===== config.mk =====
export PLATFORM = sky130hd
export DESIGN_NAME = lsu
export DESIGN_NICKNAME = d
export VERILOG_FILES = /design/src/rtl/lsu_pkg.sv /design/src/rtl/lsu_align.sv /design/src/rtl/lsu.sv
export SDC_FILE = /design/constraint.sdc
export NUM_CORES = 1
export LEC_CHECK = 0
export BUFFER_PORTS_ARGS = -buffer_cell sky130_fd_sc_hd__buf_4
export CELL_PAD_IN_SITES_DETAIL_PLACEMENT = 1
export CELL_PAD_IN_SITES_GLOBAL_PLACEMENT = 1
export CORE_UTILIZATION = 35
export DETAILED_ROUTE_END_ITERATION = 8
export GPL_ROUTABILITY_DRIVEN = 0
export GPL_TIMING_DRIVEN = 0
export HOLD_SLACK_MARGIN = 0.03
export PLACE_DENSITY = 0.91
export SLEW_MARGIN = 15
export SYNTH_ARGS = -nofsm -noshare
export SYNTH_HDL_FRONTEND = slang
export SYNTH_SLANG_ARGS = --single-unit

===== constraint.sdc =====
create_clock -name clk -period 5.37 [get_ports clk]
set_input_delay 0.2685 -clock clk [delete_from_list [all_inputs] [get_ports clk]]
set_output_delay 0.2685 -clock clk [all_outputs]
set_load 0.005 [all_outputs]

===== src/rtl/lsu_pkg.sv =====
// Shared types and defaults for the load/store unit: funct3 encodings, FSM states,
// access sizes and the default data/address widths.
package lsu_pkg;

    localparam int LSU_XLEN     = 32;
    localparam int LSU_ADDR_LEN = 14;

    typedef enum logic [2:0] {
        F3_B  = 3'b000,
        F3_H  = 3'b001,
        F3_W  = 3'b010,
        F3_BU = 3'b100,
        F3_HU = 3'b101
    } funct3_e;

    typedef enum logic [1:0] {
        S_IDLE,
        S_RD_WAIT,
        S_WR_WAIT,
        S_RESP
    } lsu_state_e;

    typedef enum logic [1:0] {
        SZ_B,
        SZ_H,
        SZ_W
    } size_e;

    // funct3[2] only selects sign handling; the low bits pick the size, with 11 read as a word.
    function automatic size_e f3_size(input logic [2:0] f3);
        if ({1'b0, f3[1:0]} == F3_B) begin
            return SZ_B;
        end else if ({1'b0, f3[1:0]} == F3_H) begin
            return SZ_H;
        end else begin
            return SZ_W;
        end
    endfunction

endpackage


===== src/rtl/lsu_align.sv =====
// Byte-lane logic for the LSU: byte enables, store-data replication, load extraction and
// sign/zero extension, plus detection of misaligned halfword/word accesses.
module lsu_align
    import lsu_pkg::*;
#(
    parameter int XLEN = LSU_XLEN
) (
    input  logic [2:0]        funct3,
    input  logic [1:0]        off,
    input  logic [XLEN-1:0]   wdata,
    input  logic [XLEN-1:0]   rdata,
    output logic [XLEN/8-1:0] be,
    output logic [XLEN-1:0]   wr_data,
    output logic [XLEN-1:0]   rdata_ext,
    output logic              misalign
);
    localparam int NB = XLEN / 8;

    size_e           size;
    logic [1:0]      lane;
    logic [XLEN-1:0] shifted;
    logic            sext;

    assign size = f3_size(funct3);
    assign sext = ~funct3[2];

    // Halfwords snap to an even lane and words to lane 0, so a misaligned access still
    // hits a legal lane group when it is not trapped.
    always_comb begin
        lane     = off;
        misalign = 1'b0;
        be       = {NB{1'b1}};
        case (size)
            SZ_B: begin
                lane = off;
                be   = {{(NB-1){1'b0}}, 1'b1} << off;
            end
            SZ_H: begin
                lane     = {off[1], 1'b0};
                misalign = off[0];
                be       = {{(NB-2){1'b0}}, 2'b11} << lane;
            end
            default: begin
                lane     = 2'b00;
                misalign = (off != 2'b00);
                be       = {NB{1'b1}};
            end
        endcase
    end

    genvar gi;
    generate
        for (gi = 0; gi < NB; gi++) begin : g_lane
            assign wr_data[8*gi +: 8] = (size == SZ_B) ? wdata[7:0] :
                                        (size == SZ_H) ? wdata[8*(gi%2) +: 8] :
                                                         wdata[8*gi +: 8];
        end
    endgenerate

    assign shifted = rdata >> {lane, 3'b000};

    always_comb begin
        case (size)
            SZ_B:    rdata_ext = {{(XLEN-8){sext & shifted[7]}}, shifted[7:0]};
            SZ_H:    rdata_ext = {{(XLEN-16){sext & shifted[15]}}, shifted[15:0]};
            default: rdata_ext = shifted;
        endcase
    end

endmodule


===== src/rtl/lsu.sv =====
// Load/store unit: accepts one memory op at a time, runs a single bus request and returns
// a one-cycle response. Define LSU_MISALIGN_TRAP_EN to trap misaligned H/W ops instead of aligning them.
module lsu
    import lsu_pkg::*;
#(
    parameter int XLEN     = LSU_XLEN,
    parameter int ADDR_LEN = LSU_ADDR_LEN
) (
    input  logic                clk,
    input  logic                rst,
    input  logic                req_valid,
    output logic                req_ready,
    input  logic                req_is_store,
    input  logic [2:0]          req_funct3,
    input  logic [XLEN-1:0]     req_addr,
    input  logic [XLEN-1:0]     req_wdata,
    output logic                resp_valid,
    output logic [XLEN-1:0]     resp_rdata,
    output logic                resp_misalign,
    output logic [ADDR_LEN-1:0] addr,
    output logic                rd_req,
    output logic                wr_req,
    input  logic                rd_ready,
    input  logic                wr_ready,
    output logic [XLEN/8-1:0]   be,
    output logic [XLEN-1:0]     wr_data,
    input  logic [XLEN-1:0]     rd_data
);
`ifdef LSU_MISALIGN_TRAP_EN
    localparam bit TRAP_EN = 1'b1;
`else
    localparam bit TRAP_EN = 1'b0;
`endif

    lsu_state_e state_reg;
    logic [2:0] funct3_reg;
    logic [1:0] off_reg;

    logic [2:0]        al_funct3;
    logic [1:0]        al_off;
    logic [XLEN/8-1:0] al_be;
    logic [XLEN-1:0]   al_wr_data;
    logic [XLEN-1:0]   al_rdata_ext;
    logic              al_misalign;
    logic              unused_addr_hi;

    assign unused_addr_hi = ^req_addr[XLEN-1:ADDR_LEN];
    assign req_ready      = (state_reg == S_IDLE);

    // One lane unit serves both phases: the incoming request while idle, the latched op
    // while waiting for read data.
    assign al_funct3 = (state_reg == S_IDLE) ? req_funct3    : funct3_reg;
    assign al_off    = (state_reg == S_IDLE) ? req_addr[1:0] : off_reg;

    lsu_align #(.XLEN(XLEN)) u_align (
        .funct3    (al_funct3),
        .off       (al_off),
        .wdata     (req_wdata),
        .rdata     (rd_data),
        .be        (al_be),
        .wr_data   (al_wr_data),
        .rdata_ext (al_rdata_ext),
        .misalign  (al_misalign)
    );

    always_ff @(posedge clk) begin
        if (rst) begin
            state_reg     <= S_IDLE;
            funct3_reg    <= '0;
            off_reg       <= '0;
            rd_req        <= 1'b0;
            wr_req        <= 1'b0;
            be            <= '0;
            wr_data       <= '0;
            addr          <= '0;
            resp_valid    <= 1'b0;
            resp_rdata    <= '0;
            resp_misalign <= 1'b0;
        end else begin
            case (state_reg)
                S_IDLE: begin
                    if (req_valid) begin
                        funct3_reg <= req_funct3;
                        off_reg    <= req_addr[1:0];
                        addr       <= {req_addr[ADDR_LEN-1:2], 2'b00};
                        if (TRAP_EN && al_misalign) begin
                            resp_valid    <= 1'b1;
                            resp_misalign <= 1'b1;
                            resp_rdata    <= '0;
                            state_reg     <= S_RESP;
                        end else if (req_is_store) begin
                            wr_req    <= 1'b1;
                            be        <= al_be;
                            wr_data   <= al_wr_data;
                            state_reg <= S_WR_WAIT;
                        end else begin
                            rd_req    <= 1'b1;
                            be        <= al_be;
                            state_reg <= S_RD_WAIT;
                        end
                    end
                end
                S_RD_WAIT: begin
                    if (rd_ready) begin
                        rd_req     <= 1'b0;
                        be         <= '0;
                        resp_valid <= 1'b1;
                        resp_rdata <= al_rdata_ext;
                        state_reg  <= S_RESP;
                    end
                end
                S_WR_WAIT: begin
                    if (wr_ready) begin
                        wr_req     <= 1'b0;
                        be         <= '0;
                        wr_data    <= '0;
                        resp_valid <= 1'b1;
                        resp_rdata <= '0;
                        state_reg  <= S_RESP;
                    end
                end
                S_RESP: begin
                    resp_valid    <= 1'b0;
                    resp_misalign <= 1'b0;
                    resp_rdata    <= '0;
                    state_reg     <= S_IDLE;
                end
                default: state_reg <= S_IDLE;
            endcase
        end
    end

endmodule


==> results.py, run 1 <==
metrics = {
    "outcome": {
        "status": "completed",
    },
    "clock_network": {
        "post-cts-setup-buffers": 0,
        "clock_latency_ns": 0.35,
        "clockRootBuffer": "clkbuf_16",
        "cts_tree": "done",
        "cts_max_level": 3,
        "cts_max_path_buffers": 2,
        "cts.repair.resized": 0,
        "cts_sinks": 90,
        "postCtsHoldBufs": 0,
        "numCtsBuffers": 9,
        "clk_pin_slew_worst_paths_ns": 0.06,
    },
    "global_route": {
        "grt_max_degree": 16,
        "grt_pass1_wl_mm": 25.1,
        "grt_pass1_vias": 4816,
        "antenna_found_initial": 0,
        "grt_usage_pct": 25.4,
        "overflow": 0,
    },
    "final_layout": {
        "nFillCells": 1434,
        "final_common_cell": "buf_4",
        "top_regs": "resp_rdata: 32 flops, wr_data: 32 flops, addr: 12 flops",
        "nNetsFinal": 792,
        "areaGrowthSynthToFinish_pct": 42.0,
        "finalCoreUtilization_pct": 51.0,
        "final_cell_mix": "buf_4, nand2_1, dfxtp_1",
        "drive_gt1_share_pct": 36.2,
        "design_area_mm2": 0.00613,
        "diodes": 0,
        "fin_cells": 834,
    },
    "logic_synthesis": {
        "ys_ff_latch": 90,
        "synthFlopType": "dfxtp_1",
        "syn_area_mm2": 0.00432,
        "yosys_warnings": 0,
        "yosysSeqAreaShare_pct": 41.8,
        "yosys.cell_types.count": 44,
        "synth.avg_cell_area_um2": 8.65,
        "synth_cells": 499,
        "synth_edf_count": 0,
        "async_flop_share_pct": 0,
    },
    "critical_path": {
        "startpoint_type": "flop",
        "reg2reg_from": "state_reg[0]",
        "crit_type": "flop to flop",
        "cp-end-kind": "flop",
        "worstSetupStartpoint": "state_reg[0]",
        "worstPathRequired_ns": 5.64,
        "cp_data_arrival_time_ns": 3.36,
        "cp_max_fo": 10,
    },
    "sta": {
        "fin_crit_sh_pct": 57.6,
        "hold_viol_final": 0,
        "rsz0062_at_grt": "no",
        "fin_crit_ns": 3.09,
        "clock_skew_ns": 0.00726,
        "slew_violations": 0,
        "finalSetupViolCount": 0,
        "whs_ns": 0.169,
        "relSlewSlack_pct": 32.5,
        "worst_slew_pin_slew_ns": 1.01,
        "setup_tns_ns": 0,
        "fmax_ghz": 0.323,
    },
    "floorplan": {
        "core_mm2": 0.0120,
        "start_util_pct": 35.9,
        "die_w_um": 113,
        "io_pins": 192,
        "fp-row-count": 40,
        "die_area_mm2": 0.0128,
        "die_h_um": 113,
    },
    "power": {
        "power_leakage_uw": 0.00271,
        "sw_frac_of_total_pct": 39.8,
        "clock_power_share_pct": 19.4,
        "p_int_uw": 2240,
        "p_per_area_mw_per_mm2": 609,
        "switching_power_uw": 1490,
        "p_seq_share_pct": 29.1,
        "ir_worst_vdd_mv": 0.243,
        "pwr-share-comb_pct": 51.4,
    },
    "drt": {
        "wl_mm": 15.9,
        "drtIter0Drc": 292,
        "wl_per_cell_um": 19.1,
        "dr.pass1.iters": 4,
        "num_vias": 4556,
        "ant_nets": 0,
        "vias_per_cell": 5.46,
        "drcViolationCount": 0,
    },
    "placement": {
        "portBuffers": 170,
        "post-dp-hpwl_mm": 12.6,
        "dpl_cell_area_mm2": 0.00578,
        "placedCellCount": 818,
    },
    "job": {
        "cap_violations": 0,
    },
    "worst_hold_path": {
        "hp-start": "req_addr[8]",
        "hold_path_class": "input pin to flop",
    },
}
[path summary, 6_finish.rpt]
| kind | end | slack (ns) | cells past startpoint |
|---|---|---|---|
| worst min register to register | wr_data[5] | 0.45 | 2 |
| worst min-delay path | addr[8] | 0.17 | 3 |
| worst max-delay path | resp_rdata[16] | 2.28 | 9 |
| worst max register to register | resp_rdata[16] | 2.28 | 9 |
[critical path, stage by stage, from the launching register on]
cell	delay, ns
dfxtp_1	0.36
inv_1	0.11
ha_1	0.23
buf_4	0.21
buf_6	0.16
buf_2	0.26
mux2i_1	0.74
clkbuf_1	0.52
o21ai_0	0.23
o21ai_0	0.19
[synthesized netlist by cell type (2+ instances only)]
library cell | n | area share, %
mux2_2 | 30 | 7.8
buf_4 | 4 | 0.70
nor3b_1 | 2 | 0.35
buf_2 | 9 | 1.0
o21ai_0 | 24 | 2.8
and2_1 | 2 | 0.29
nor2_1 | 39 | 3.4
nor2_4 | 2 | 0.52
a22oi_1 | 20 | 3.5
nor3_1 | 2 | 0.23
nand2_1 | 105 | 9.1
inv_1 | 3 | 0.26
nand3b_1 | 8 | 1.4
ha_1 | 5 | 1.4
mux2i_1 | 13 | 3.0
buf_6 | 2 | 0.52
nand3_1 | 2 | 0.23
nand2b_1 | 9 | 1.3
a211oi_1 | 4 | 0.70
a21oi_1 | 40 | 4.6
nor2b_1 | 6 | 0.87
or4b_1 | 2 | 0.46
clkbuf_1 | 23 | 2.0
o21ai_2 | 10 | 2.0
a21o_1 | 2 | 0.35
a222oi_1 | 15 | 3.5
o211ai_1 | 9 | 1.6
dfxtp_1 | 90 | 42
a211o_1 | 2 | 0.41
[cells by family after synthesis]
group,synth area share [%]
flip-flops,41.8
adder cells (fa/ha/maj),1.45
other,0.0869
buffers and inverters,4.52
AND/OR/NAND/NOR,20.8
multiplexers,10.8
AO/OA/AOI/OAI,20.6
[through the flow]
stage                     worst slack, ns  total power (µW)
after floorplan                      3.06              2200
after global placement               2.53              2900
after detailed placement             2.35              3010
after CTS                            2.31              3750
after global routing                 2.04              3980
final                                2.28              3730
[layer usage]
metal / GRT usage [%] / share of wire [%] / up-vias
met2: 46.3 / 50 / 201
met3: 6.11 / 7.7 / 27
met5: 0 / 0 / -
met4: 10.8 / 2.3 / 0
met1: 28.2 / 40 / 2186
li1: - / - / 2142
[layout make-up]
class                           instances  area [µm²]  share of cell area, %
Sequential cell                        90        1800                   29.4
Inverter                                3        11.3                  0.184
Buffer                                 38         184                   3.00
Multi-Input combinational cell        370        2330                   38.0
Clock buffer                            9         225                   3.68
Tap cell                              147         184                   3.00
Timing Repair Buffer                  170        1280                   20.8
Clock inverter                          7         118                   1.92
[power by group through the flow]
stage / combinational, µW / sequential, µW / clock (µW)
floorplan: 1120 / 1080 / 0
global placement: 1820 / 1080 / 0
detailed placement: 1910 / 1100 / 0
CTS: 1920 / 1090 / 739
global route: 2100 / 1110 / 760
finish: 1920 / 1090 / 725
Power figures use the tool's default switching activity.
==> run 2, diff against run 1 <==
ABC_AREA = 1   (was unset)
CORE_UTILIZATION = 32   (was 35)
PLACE_DENSITY = 0.87   (was 0.91)
clock period = 2.9 ns   (was 5.37 ns; I/O delays follow)
==> results.py, run 2 <==
metrics = {
    "sta": {
        "fin_crit_ns": 2.65,
        "worst_slew_pin_slew_ns": 0.688,
        "hold_viol_final": 0,
        "setup_tns_ns": 0,
        "finalSetupViolCount": 0,
        "rsz0062_at_grt": "no",
        "relSlewSlack_pct": 54.2,
        "whs_ns": 0.0501,
        "clock_skew_ns": 0.00981,
        "fin_crit_sh_pct": 91.5,
        "slew_violations": 0,
        "fmax_ghz": 0.377,
    },
    "logic_synthesis": {
        "synth_edf_count": 0,
        "synth_commonest_cells": "nand2_1, dfxtp_1, a21oi_1",
        "synth.area.top_cells": "dfxtp_1, nand2_1, a21oi_1",
        "ys_ff_latch": 90,
        "synth_top_area_share_pct": 40.3,
        "synth_top_family_by_area": "simple AND/OR/NAND/NOR gates",
        "synth_largest_area_cell": "dfxtp_1",
        "synth-simple-area-share_pct": 32.8,
        "synth_compound_area_share_pct": 17.0,
        "synth_cells": 662,
        "synth.area.mux_share_pct": 0,
        "yosys.cell_types.count": 35,
        "synth_xor_area_share_pct": 0,
        "synthFlopType": "dfxtp_1",
        "syn_area_mm2": 0.00447,
        "synth_fa_ha_area_share_pct": 1.40,
        "synth.avg_cell_area_um2": 6.76,
        "async_flop_share_pct": 0,
        "yosysSeqAreaShare_pct": 40.3,
        "yosys_warnings": 0,
        "synth.most_common_cell": "nand2_1",
    },
    "drt": {
        "vias_per_cell": 4.91,
        "drtIter0Drc": 219,
        "num_vias": 5029,
        "wl_mm": 16.6,
        "wl_per_cell_um": 16.2,
        "dr.pass1.iters": 5,
        "ant_nets": 0,
        "drcViolationCount": 0,
    },
    "final_layout": {
        "design_area_mm2": 0.00626,
        "register_area_mm2": 0.00180,
        "nFillCells": 1809,
        "top_regs": "resp_rdata: 32 flops, wr_data: 32 flops, addr: 12 flops",
        "finalCoreUtilization_pct": 46.5,
        "multi_input_area_mm2": 0.00230,
        "areaGrowthSynthToFinish_pct": 40.0,
        "fin_cells": 1025,
        "final_common_cell": "nand2_1",
        "final_cell_mix": "nand2_1, buf_4, dfxtp_1",
        "drive_gt1_share_pct": 28.7,
        "nNetsFinal": 954,
        "diodes": 0,
    },
    "floorplan": {
        "die_h_um": 120,
        "io_pins": 192,
        "die_w_um": 120,
        "core_mm2": 0.0135,
        "fp-row-count": 42,
        "start_util_pct": 33.3,
        "die_area_mm2": 0.0145,
    },
    "job": {
        "cap_violations": 0,
    },
    "critical_path": {
        "cp_data_arrival_time_ns": 2.87,
        "cp-end-kind": "flop",
        "cp_max_fo": 10,
        "path_buf_inv": 3,
        "path_cells": "inv_1 -> ha_1 -> inv_2 -> nand2_1 -> nand2_1 -> nor2_2 -> nand3_1 -> nand3_1 -> nand2_1 -> nand2_2 -> nand3_4 -> buf_12 -> nand2_2 -> a21oi_2",
        "worstPathRequired_ns": 3.11,
        "cpMostUsedCell": "nand2_1",
        "worst_path_max_delay_cell": "ha_1",
        "crit_type": "flop to flop",
        "cp_top_family": "simple AND/OR/NAND/NOR gates",
        "startpoint_type": "flop",
        "critical_path.max_stage_delay_ns": 0.37,
    },
    "global_route": {
        "busiest_layer": "met2",
        "grt_pass1_wl_mm": 25.7,
        "overflow": 0,
        "grt_max_degree": 16,
        "grt_pass1_vias": 4936,
        "met2_usage_pct": 39.4,
        "met3_usage_pct": 4.39,
        "grt_usage_pct": 23.1,
        "use_met1_pct": 29.0,
        "antenna_found_initial": 0,
    },
    "clock_network": {
        "cts_sinks": 90,
        "postCtsHoldBufs": 0,
        "clk_pin_slew_worst_paths_ns": 0.07,
        "cts_max_level": 3,
        "post-cts-setup-buffers": 0,
        "cts_tree": "done",
        "clockRootBuffer": "clkbuf_16",
        "clock_latency_ns": 0.36,
        "cts.repair.resized": 0,
        "cts_max_path_buffers": 2,
        "numCtsBuffers": 9,
    },
    "placement": {
        "post-dp-hpwl_mm": 13.0,
        "placedCellCount": 1009,
        "dpl_cell_area_mm2": 0.00597,
        "portBuffers": 169,
    },
    "power": {
        "p_per_area_mw_per_mm2": 1080,
        "power_leakage_uw": 0.00298,
        "ir_worst_vdd_mv": 0.446,
    },
    "worst_hold_path": {
        "hold_path_class": "input pin to flop",
    },
    "outcome": {
        "status": "completed",
    },
}
[run 2: cell families (layout without fill, tap and decap cells)]
| group | after synthesis | count (layout) |
|---|---|---|
| AOI/OAI and AO/OA | 139 | 139 |
| adders and majority gates | 5 | 5 |
| buffers and inverters | 85 | 270 |
| DFF | 90 | 90 |
| other | 1 | 3 |
| and+or+nand+nor | 342 | 342 |
[run 2: cell type report]
cell class,instances,share of cell area [%]
Tap cell,176,3.52
Inverter,47,2.82
Multi-Input combinational cell,489,36.8
Timing Repair Buffer,169,20.3
Clock buffer,11,4.04
Buffer,38,3.22
Sequential cell,90,28.8
Clock inverter,5,0.619
[run 2: layer usage]
metal	wire length [µm]	part of all wire, %	vias to the layer above
met4	328	2.0	0
met5	0	0	-
met2	7930	48	189
met3	1250	7.5	20
li1	-	-	2469
met1	7050	43	2351
[run 2: path summary, 6_finish.rpt]
path	start	end	slack [ns]	depth (start not counted)
min reg2reg	rd_req	rd_req	0.45	2
max	state_reg[0]	resp_rdata[26]	0.25	14
max reg2reg	state_reg[0]	resp_rdata[26]	0.25	14
min	req_addr[2]	addr[2]	0.05	3
[run 2: tightest hold or removal path, delay by kind of cell]
kind | cells | cell delay (ns)
buffers and inverters | 1 | 0.08
and+or+nand+nor | 1 | 0.08
AOI/OAI and AO/OA | 1 | 0.07
[run 2: metrics by stage]
stage	total power [µW]	setup slack [ns]
2_1_floorplan	4170	0.859
3_3_place_gp	5570	0.320
3_5_place_dp	5660	0.260
4_1_cts	6850	0.258
5_1_grt	7300	0.0401
6_report	6770	0.247
[run 2: power by group]
part | switching (µW) | total (µW) | leakage, µW | internal (µW)
Sequential | 231 | 1890 | 0.000737 | 1660
Clock | 521 | 1150 | 0.000142 | 631
Combinational | 2270 | 3730 | 0.00210 | 1460
Total | 3020 | 6770 | 0.00298 | 3750
==> run 3, diff against run 2 <==
CORE_UTILIZATION = 30   (was 32)
PLACE_DENSITY = 0.83   (was 0.87)
==> results.py, run 3 (synthesis gave the netlist of run 2 again) <==
metrics = {
    "outcome": {
        "status": "completed",
    },
    "drt": {
        "num_vias": 4934,
        "wl_mm": 16.4,
        "ant_nets": 0,
        "drtIter0Drc": 250,
        "drcViolationCount": 0,
        "dr.pass1.iters": 4,
        "wl_per_cell_um": 15.9,
        "vias_per_cell": 4.78,
    },
    "clock_network": {
        "numCtsBuffers": 9,
        "post-cts-setup-buffers": 0,
        "postCtsHoldBufs": 0,
        "cts_max_path_buffers": 2,
        "cts_tree": "done",
        "clk_pin_slew_worst_paths_ns": 0.07,
        "cts.repair.resized": 0,
        "clockRootBuffer": "clkbuf_16",
        "clock_latency_ns": 0.35,
        "cts_sinks": 90,
        "cts_max_level": 3,
    },
    "critical_path": {
        "cp_top_family": "buffers and inverters",
        "cpMostUsedCell": "inv_1",
        "worstPathRequired_ns": 3.18,
        "critical_path.max_stage_delay_ns": 0.39,
        "cp_max_fo": 10,
        "reg2reg_depth": 12,
        "crit_type": "flop to flop",
        "path_cells": "inv_1 -> ha_1 -> inv_2 -> nand3_1 -> inv_1 -> nand3_2 -> inv_1 -> buf_2 -> nand2_1 -> inv_1 -> nand2_2 -> a21oi_2",
        "worst_path_max_delay_cell": "dfxtp_1",
        "cp_data_arrival_time_ns": 2.94,
        "ff2ff_setup_slack_ns": 0.23,
        "cp-end-kind": "flop",
        "reg2reg_from": "state_reg[0]",
        "startpoint_type": "flop",
        "r2r_end": "resp_rdata[23]",
        "path_buf_inv": 6,
    },
    "floorplan": {
        "io_pins": 192,
        "die_area_mm2": 0.0154,
        "fp-row-count": 44,
        "start_util_pct": 30.8,
        "core_mm2": 0.0145,
        "die_h_um": 124,
        "die_w_um": 124,
    },
    "power": {
        "ir_worst_vdd_mv": 0.379,
        "pwr-share-comb_pct": 55.5,
        "p_seq_share_pct": 27.9,
        "switching_power_uw": 3050,
        "power_leakage_uw": 0.00297,
        "sw_frac_of_total_pct": 45.1,
        "clock_power_share_pct": 16.6,
        "p_int_uw": 3710,
        "p_per_area_mw_per_mm2": 1080,
    },
    "global_route": {
        "grt_pass1_vias": 4804,
        "grt_max_degree": 17,
        "grt_usage_pct": 21.2,
        "antenna_found_initial": 0,
        "overflow": 0,
        "met3_usage_pct": 3.48,
        "grt_pass1_wl_mm": 24.6,
        "use_met1_pct": 27.5,
        "met2_usage_pct": 35.7,
        "busiest_layer": "met2",
    },
    "sta": {
        "hold_viol_final": 0,
        "fin_crit_sh_pct": 92.0,
        "slew_violations": 0,
        "fin_crit_ns": 2.67,
        "clock_skew_ns": 0.00640,
        "rsz0062_at_grt": "no",
        "setup_tns_ns": 0,
        "relSlewSlack_pct": 56.7,
        "setup_ws_ns": 0.233,
        "worst_slew_pin_slew_ns": 0.649,
        "finalSetupViolCount": 0,
        "fmax_ghz": 0.375,
    },
    "final_layout": {
        "final_common_cell": "nand2_1",
        "diodes": 0,
        "top_regs": "resp_rdata: 32 flops, wr_data: 32 flops, addr: 12 flops",
        "nNetsFinal": 954,
        "drive_gt1_share_pct": 28.7,
        "final_cell_mix": "nand2_1, buf_4, dfxtp_1",
        "areaGrowthSynthToFinish_pct": 39.9,
    },
    "worst_hold_path": {
        "holdPathStages": 3,
        "hp-start": "req_addr[6]",
        "hold_path_class": "input pin to flop",
        "min_to": "addr[6]",
    },
    "placement": {
        "pre_cts_ws_ns": 0.227,
        "portBuffers": 169,
        "post-dp-hpwl_mm": 12.8,
    },
    "job": {
        "cap_violations": 0,
    },
}
==> run 3: changes by cell type in the layout (fill, tap and decap cells not counted) <==
cell,change
clkbuf_8,-2
clkinv_2,+1
inv_6,+3
clkinv_4,-2
==> run 3: stage by stage <==
step	utilization [%]	instances	instance area [µm²]	hold slack (ns)	power (µW)
after floorplan	-	664	4480	0.289	4170
after global placement	41.2	1017	5980	0.395	5590
after detailed placement	41.2	1017	5980	0.411	5670
after CTS	43.1	1033	6260	0.0437	6840
after global routing	43.1	1033	6260	0.0587	7320
final	43.1	1033	6260	0.0497	6750
==> run 3: tightest hold or removal path, delay by kind of cell <==
family | cells | cell delay [ns]
buffers and inverters | 1 | 0.07
AOI/OAI and AO/OA | 1 | 0.07
and+or+nand+nor | 1 | 0.08
==> run 3: worst max-delay path by stage <==
| stage | cells after the start | from | end | slack (ns) |
|---|---|---|---|---|
| detailed placement | 12 | state_reg[0] | resp_rdata[20] | 0.23 |
| CTS | 12 | state_reg[0] | resp_rdata[23] | 0.21 |
| global placement | 14 | state_reg[0] | resp_rdata[23] | 0.31 |
| global route | 12 | state_reg[0] | resp_rdata[20] | 0.02 |
| floorplan | 13 | state_reg[0] | resp_rdata[24] | 0.86 |
| finish | 12 | state_reg[0] | resp_rdata[23] | 0.23 |
==> run 3: routing by layer <==
metal  part of all wire, %  wire length (µm)  vias up
li1                      -                 -     2467
met2                    47              7750      151
met1                    45              7410     2304
met5                     0                 0        -
met3                   6.2              1010       12
met4                   1.3               219        0
==> run 3: power groups by stage <==
stage               sequential (µW)  combinational, µW  clock (µW)
floorplan                      1910               2260           0
global placement               1900               3690           0
detailed placement             1910               3760           0
CTS                            1890               3790        1160
global route                   1940               4180        1200
finish                         1880               3750        1120
==> run 3: cell type report <==
| type | instances | area (µm²) |
|---|---|---|
| buffer | 38 | 201 |
| clock buffer | 9 | 225 |
| clock inverter | 7 | 52.6 |
| fill | 1920 | 8280 |
| inverter | 47 | 176 |
| multi-input combinational | 489 | 2300 |
| sequential | 90 | 1800 |
| tap | 184 | 230 |
| timing repair buffer | 169 | 1270 |
